## src/rtl/amo_controller.sv

```systemverilog
// ============================================================================
//  Module      : amo_controller
//  Description : Sequencer for RV32 atomic memory operations (AMO*.W) and,
//                when RS5_ZALRSC_EN is defined, load-reserved /
//                store-conditional with a single word reservation.
//                Issues one read and/or one write on a simple req/ack bus
//                and returns the rd value with a one-cycle done pulse.
//  Config      : `define RS5_ZALRSC_EN enables LR.W / SC.W support.
//  Revision    : 1.0 - initial release
// ============================================================================
`default_nettype none

module amo_controller (
  input  logic        clk,
  input  logic        reset,
  input  logic        start_i,
  input  logic [1:0]  kind_i,
  input  logic [9:0]  amo_op_i,
  input  logic [31:0] addr_i,
  input  logic [31:0] rs2_i,
  input  logic        resv_clear_i,
  input  logic        snoop_we_i,
  input  logic [31:0] snoop_addr_i,
  output logic        mem_req_o,
  output logic        mem_we_o,
  output logic [31:0] mem_addr_o,
  output logic [31:0] mem_wdata_o,
  input  logic        mem_ack_i,
  input  logic [31:0] mem_rdata_i,
  output logic        busy_o,
  output logic        done_o,
  output logic [31:0] result_o,
  output logic        misaligned_o,
  output logic        illegal_o
);

  localparam logic [1:0] C_IDLE  = 2'd0;
  localparam logic [1:0] C_READ  = 2'd1;
  localparam logic [1:0] C_WRITE = 2'd2;
  localparam logic [1:0] C_RESP  = 2'd3;

  localparam logic [1:0] C_AMO = 2'b00;
  localparam logic [1:0] C_LR  = 2'b01;
  localparam logic [1:0] C_SC  = 2'b10;
  localparam logic [1:0] C_ILL = 2'b11;

  logic [1:0]  r_state;
  logic [1:0]  w_state_nxt;

  logic [1:0]  r_kind;
  logic [9:0]  r_op;
  logic [29:0] r_addr;
  logic [31:0] r_rs2;
  logic [31:0] r_load;
  logic        r_mis;
  logic        r_ill;
  logic        r_sc_fail;

  logic        w_op_onehot;
  logic        w_mis;
  logic        w_ill;
  logic        w_exc;
  logic        w_resv_hit;
  logic        w_sc_fail;
  logic [31:0] w_alu;
  logic [31:0] w_wdata;
  logic [31:0] w_result;

  // ---------------------------------------------------------------------------
  // Start-cycle decode: exceptions and SC reservation check use live inputs
  // ---------------------------------------------------------------------------
  assign w_op_onehot = (amo_op_i != 10'd0) && ((amo_op_i & (amo_op_i - 10'd1)) == 10'd0);
  assign w_mis       = (addr_i[1:0] != 2'b00);

`ifdef RS5_ZALRSC_EN
  assign w_ill = (kind_i == C_ILL) ||
                 ((kind_i == C_AMO) && (!w_op_onehot || amo_op_i[0]));
`else
  // Without LR/SC support only plain AMOs are legal.
  assign w_ill = (kind_i != C_AMO) || !w_op_onehot || amo_op_i[0];
`endif

  assign w_exc     = w_mis | w_ill;
  assign w_sc_fail = (kind_i == C_SC) && !w_resv_hit;

  // ---------------------------------------------------------------------------
  // Reservation tracking
  // ---------------------------------------------------------------------------
`ifdef RS5_ZALRSC_EN
  logic        r_resv_valid;
  logic [29:0] r_resv_addr;
  logic        w_resv_set;
  logic        w_resv_clr;
  logic [29:0] w_resv_tag;
  logic        w_unused_snoop_lo;

  assign w_resv_hit = r_resv_valid && (r_resv_addr == addr_i[31:2]);
  assign w_resv_set = (r_state == C_READ) && (r_kind == C_LR) && mem_ack_i;
  // A snoop in the same cycle as the LR set must compare against the new tag.
  assign w_resv_tag = w_resv_set ? r_addr : r_resv_addr;
  assign w_resv_clr = resv_clear_i ||
                      (snoop_we_i && (snoop_addr_i[31:2] == w_resv_tag)) ||
                      ((r_state == C_RESP) && (r_kind == C_SC));
  assign w_unused_snoop_lo = ^snoop_addr_i[1:0];

  // Reservation register: clear wins over a same-cycle set.
  always_ff @(posedge clk or posedge reset) begin
    if (reset) begin
      r_resv_valid <= 1'b0;
      r_resv_addr  <= 30'd0;
    end else begin
      if (w_resv_set) begin
        r_resv_addr <= r_addr;
      end
      if (w_resv_clr) begin
        r_resv_valid <= 1'b0;
      end else if (w_resv_set) begin
        r_resv_valid <= 1'b1;
      end
    end
  end
`else
  logic w_unused_zalrsc;

  assign w_resv_hit      = 1'b0;
  assign w_unused_zalrsc = ^{resv_clear_i, snoop_we_i, snoop_addr_i};
`endif

  // ---------------------------------------------------------------------------
  // AMO ALU: ties in min/max keep the loaded value
  // ---------------------------------------------------------------------------
  always_comb begin
    w_alu = r_rs2;
    if (r_op[2]) begin
      w_alu = r_load + r_rs2;
    end else if (r_op[3]) begin
      w_alu = r_load ^ r_rs2;
    end else if (r_op[4]) begin
      w_alu = r_load & r_rs2;
    end else if (r_op[5]) begin
      w_alu = r_load | r_rs2;
    end else if (r_op[6]) begin
      w_alu = ($signed(r_rs2) < $signed(r_load)) ? r_rs2 : r_load;
    end else if (r_op[7]) begin
      w_alu = ($signed(r_rs2) > $signed(r_load)) ? r_rs2 : r_load;
    end else if (r_op[8]) begin
      w_alu = (r_rs2 < r_load) ? r_rs2 : r_load;
    end else if (r_op[9]) begin
      w_alu = (r_rs2 > r_load) ? r_rs2 : r_load;
    end
  end

  assign w_wdata  = (r_kind == C_SC) ? r_rs2 : w_alu;
  assign w_result = (r_mis || r_ill) ? 32'd0 :
                    (r_kind == C_SC) ? {31'd0, r_sc_fail} : r_load;

  // ---------------------------------------------------------------------------
  // FSM state register
  // ---------------------------------------------------------------------------
  always_ff @(posedge clk or posedge reset) begin
    if (reset) begin
      r_state <= C_IDLE;
    end else begin
      r_state <= w_state_nxt;
    end
  end

  // FSM next-state logic
  always_comb begin
    w_state_nxt = r_state;
    case (r_state)
      C_IDLE: begin
        if (start_i) begin
          if (w_exc) begin
            w_state_nxt = C_RESP;
          end else if (kind_i == C_SC) begin
            w_state_nxt = w_resv_hit ? C_WRITE : C_RESP;
          end else begin
            w_state_nxt = C_READ;
          end
        end
      end
      C_READ: begin
        if (mem_ack_i) begin
          w_state_nxt = (r_kind == C_LR) ? C_RESP : C_WRITE;
        end
      end
      C_WRITE: begin
        if (mem_ack_i) begin
          w_state_nxt = C_RESP;
        end
      end
      default: begin
        w_state_nxt = C_IDLE;
      end
    endcase
  end

  // FSM outputs, decoded from state only so they hold steady while waiting
  always_comb begin
    mem_req_o    = 1'b0;
    mem_we_o     = 1'b0;
    mem_addr_o   = 32'd0;
    mem_wdata_o  = 32'd0;
    busy_o       = (r_state != C_IDLE);
    done_o       = 1'b0;
    result_o     = 32'd0;
    misaligned_o = 1'b0;
    illegal_o    = 1'b0;
    case (r_state)
      C_READ: begin
        mem_req_o  = 1'b1;
        mem_addr_o = {r_addr, 2'b00};
      end
      C_WRITE: begin
        mem_req_o   = 1'b1;
        mem_we_o    = 1'b1;
        mem_addr_o  = {r_addr, 2'b00};
        mem_wdata_o = w_wdata;
      end
      C_RESP: begin
        done_o       = 1'b1;
        result_o     = w_result;
        misaligned_o = r_mis;
        illegal_o    = r_ill;
      end
      default: begin
      end
    endcase
  end

  // ---------------------------------------------------------------------------
  // Operand capture at start and load capture on read ack
  // ---------------------------------------------------------------------------
  always_ff @(posedge clk or posedge reset) begin
    if (reset) begin
      r_kind    <= C_AMO;
      r_op      <= 10'd0;
      r_addr    <= 30'd0;
      r_rs2     <= 32'd0;
      r_load    <= 32'd0;
      r_mis     <= 1'b0;
      r_ill     <= 1'b0;
      r_sc_fail <= 1'b0;
    end else if ((r_state == C_IDLE) && start_i) begin
      r_kind    <= kind_i;
      r_op      <= amo_op_i;
      r_addr    <= addr_i[31:2];
      r_rs2     <= rs2_i;
      r_load    <= 32'd0;
      r_mis     <= w_mis;
      r_ill     <= w_ill;
      r_sc_fail <= w_sc_fail;
    end else if ((r_state == C_READ) && mem_ack_i) begin
      r_load    <= mem_rdata_i;
    end
  end

endmodule

`default_nettype wire

```

## config.mk

```make
export PLATFORM = sky130hd
export DESIGN_NAME = amo_controller
export DESIGN_NICKNAME = d
export VERILOG_FILES = /design/src/rtl/amo_controller.sv
export SDC_FILE = /design/constraint.sdc
export NUM_CORES = 1
export LEC_CHECK = 0
export ABC_AREA = 0
export ABC_CLOCK_PERIOD_IN_PS = 3200
export BUFFER_PORTS_ARGS = -buffer_cell sky130_fd_sc_hd__buf_2
export CAP_MARGIN = 20
export CORE_MARGIN = 4
export CORE_UTILIZATION = 50
export DETAILED_ROUTE_END_ITERATION = 7
export HOLD_SLACK_MARGIN = 0.02
export PLACE_DENSITY = 0.87
export SKIP_CTS_REPAIR_TIMING = 1
export SLEW_MARGIN = 20
export SYNTH_ARGS = -nofsm -noshare
export SYNTH_HDL_FRONTEND = slang
export SYNTH_SLANG_ARGS = --single-unit
```

## constraint.sdc

```tcl
create_clock -name clk -period 3.2 [get_ports clk]
set_clock_uncertainty 0.2 [all_clocks]
set_input_delay 0 -clock clk [delete_from_list [all_inputs] [get_ports clk]]
set_output_delay 0 -clock clk [all_outputs]
set_load 0.05 [all_outputs]
```

==> impl_metrics.json <==
{
  "endpoint_kind": "primary output",
  "path_max_fanout": 6,
  "fp.dieW_microns": 147,
  "nets": 1899,
  "fin_util": 0.822,
  "port_buffers": 211,
  "row_count": 50,
  "worstSetupPathType": "register to primary output",
  "clkTransAtPathRegs_ns": 0.09,
  "ys_warn_count": 0,
  "required_ns": 3.00,
  "fin_ws_ns": -1.09,
  "postSynthCellCount": 1119,
  "areaGrowthSynthToFinish_pct": 61.1,
  "grt_pass1_wl_mm": 56.8,
  "slew_headroom": 0.375,
  "wl_met3_mm": 5.35,
  "grt_max_degree": 65,
  "insertion_delay_ns": 0.38,
  "synth_common_cells": "a21oi_1, dfrtp_1, ha_1",
  "fill_cells": 1033,
  "drc": 1,
  "gp_congestion": 0.958,
  "grtUsageTotal": 0.328,
  "grt_antenna_before_repair": 2,
  "drv_slew": 0,
  "worstHoldPathType": "input pin to register",
  "multi_input_area_sq_um": 7140,
  "cp-start-kind": "register",
  "tightest_slew_ns": 0.935,
  "synth_area_per_cell_sq_um": 8.59,
  "io_pins": 248,
  "timing.final.crit_share": 1.34,
  "synth_cell_types": 77,
  "violations": "design-rule violations, negative setup slack",
  "max_cap_violations": 0,
  "cts_root_buffer": "clkbuf_16",
  "hold_viol_final": 0,
  "syn_area_sq_um": 9610,
  "synth_edf_count": 0,
  "drive_gt1_frac": 0.447,
  "grt_pass1_vias": 10900,
  "yosysSeqAreaShare": 0.284,
  "design.die.area_sq_um": 21500,
  "routed_wirelength_mm": 44.7,
  "arrival_ns": 4.09,
  "cts_tree": "done",
  "synthFlopType": "dfrtp_1",
  "synth_seq_cells": 109,
  "wire_per_inst_microns": 23.3,
  "timing.fmax_ghz": 0.233,
  "place_hpwl_mm": 27.0,
  "highest_layer": "met4",
  "die_h_microns": 147,
  "numCtsBuffers": 9,
  "routed_via_density": 6.34,
  "initial_core_util": 0.510,
  "h-tree-depth": 3,
  "overflow": 0,
  "wl_met1_mm": 15.6,
  "cts_sinks": 109,
  "dr.pass1.iters": 8,
  "vias": 12200,
  "drt_iter0_drc": 1501,
  "synthArstFlopShare": 1.00,
  "regArea_sq_um": 2730,
  "yosysTopAreaCellShare": 0.284,
  "ant_nets": 0,
  "layout_min_cycle_time_ns": 4.29,
  "dp_slack_ns": -0.575,
  "coreArea_sq_um": 18800,
  "finalSetupViolCount": 32,
  "clk_path_buf_depth": 2,
  "outcome": "finished, violations left",
  "synth_top_area_cell": "dfrtp_1",
  "yosys-top-cells-area": "dfrtp_1, ha_1, mux2_2, a21oi_1, inv_1",
  "routed-wl-met2_mm": 20.6,
  "rsz0062_at_grt": "yes"
}
cell type report:
cell class,count,share of cell area
inverter,94,0.0229
clock inverter,7,0.00654
timing repair buffer,598,0.297
clock buffer,9,0.0145
multi-input combinational,840,0.461
antenna,2,0.000323
tap,260,0.0210
sequential,109,0.176
stage by stage:
step                area [sq um]  std cells  hold WS, ns  TNS (ns)
global route               15500       1919        0.114    -31.76
CTS                        13300       1780       -0.381    -28.53
floorplan                  10000       1120      -0.0673     -3.25
detailed placement         13000       1764       0.0203    -14.74
global placement           13000       1764       0.0189    -11.82
finish                     15500       1919       0.0857    -29.21
registers in the layout, indices dropped and copies added, names as in the netlist:
signal / flops
r_rs2: 32
r_addr: 30
r_sc_fail: 1
r_state: 2
r_ill: 1
r_mis: 1
r_kind: 2
r_load: 32
r_op: 8
logic make-up after synthesis:
family | synth area share
flip-flops | 0.284
XOR/XNOR | 0.00273
other | 0.000390
buffers and inverters | 0.0722
AO/OA/AOI/OAI | 0.242
AND/OR/NAND/NOR | 0.149
adder cells (fa/ha/maj) | 0.134
multiplexers | 0.116
layer usage:
metal  vias to the layer above  GRT usage
met3                       318     0.0745
met2                      1005      0.545
met5                         -          0
met4                         0      0.140
met1                      5760      0.411
li1                       5087          -
worst paths after layout:
check | cells after the start | start | end | slack, ns
max | 15 | r_rs2[9]$_DFFE_PP0P_ | mem_wdata_o[6] | -1.09
min | 5 | amo_op_i[1] | r_ill$_DFFE_PP0P_ | 0.09
max reg2reg | 9 | r_state[0]$_DFFE_PP0P_ | r_state[1]$_DFFE_PP0P_ | 0.32
min reg2reg | 1 | r_addr[4]$_DFFE_PP0P_ | r_addr[4]$_DFFE_PP0P_ | 0.30
max in group asynchronous | 4 | reset | r_rs2[1]$_DFFE_PP0P_ | 1.85
min in group asynchronous | 3 | reset | r_load[4]$_DFFE_PP0P_ | 0.15
cells in the final DEF (no fill, tap or decap), types with 7 or more instances in the layout:
cell type      instances
and2_1                33
a211o_1                7
o21ai_2               25
a21oi_2               13
nor2_1                57
buf_6                 34
ha_4                  17
a221oi_1               9
a21o_1                 7
mux2_2                73
buf_12                 7
nand2_1               68
a22o_1                33
dfrtp_1              106
mux2i_1               22
a211oi_1              16
nor4_4                 8
inv_1                 74
dlygate4sd3_1        111
clkbuf_16             11
buf_2                179
o21bai_1               9
a21oi_1               91
nand3_1               15
ha_1                  79
buf_4                261
o211ai_1              12
inv_2                 18
a31oi_4                7
o22ai_1               10
o21ai_0               37
nor3_1                41
nor2b_1               11
critical path, stage by stage (launching register included):
cell,delay [ns]
dfrtp_1,0.42
inv_2,0.16
ha_4,0.25
or3_4,0.38
and4b_1,0.33
buf_4,0.13
nand3b_1,0.12
a211oi_2,0.33
a211o_1,0.18
o311a_4,0.27
buf_12,0.14
buf_6,0.14
mux2i_1,0.32
o21ai_2,0.13
a31oi_4,0.21
buf_6,0.19
Power is not shown: default switching activity piles up to over one toggle a cycle in this logic, so the estimate is an artifact.
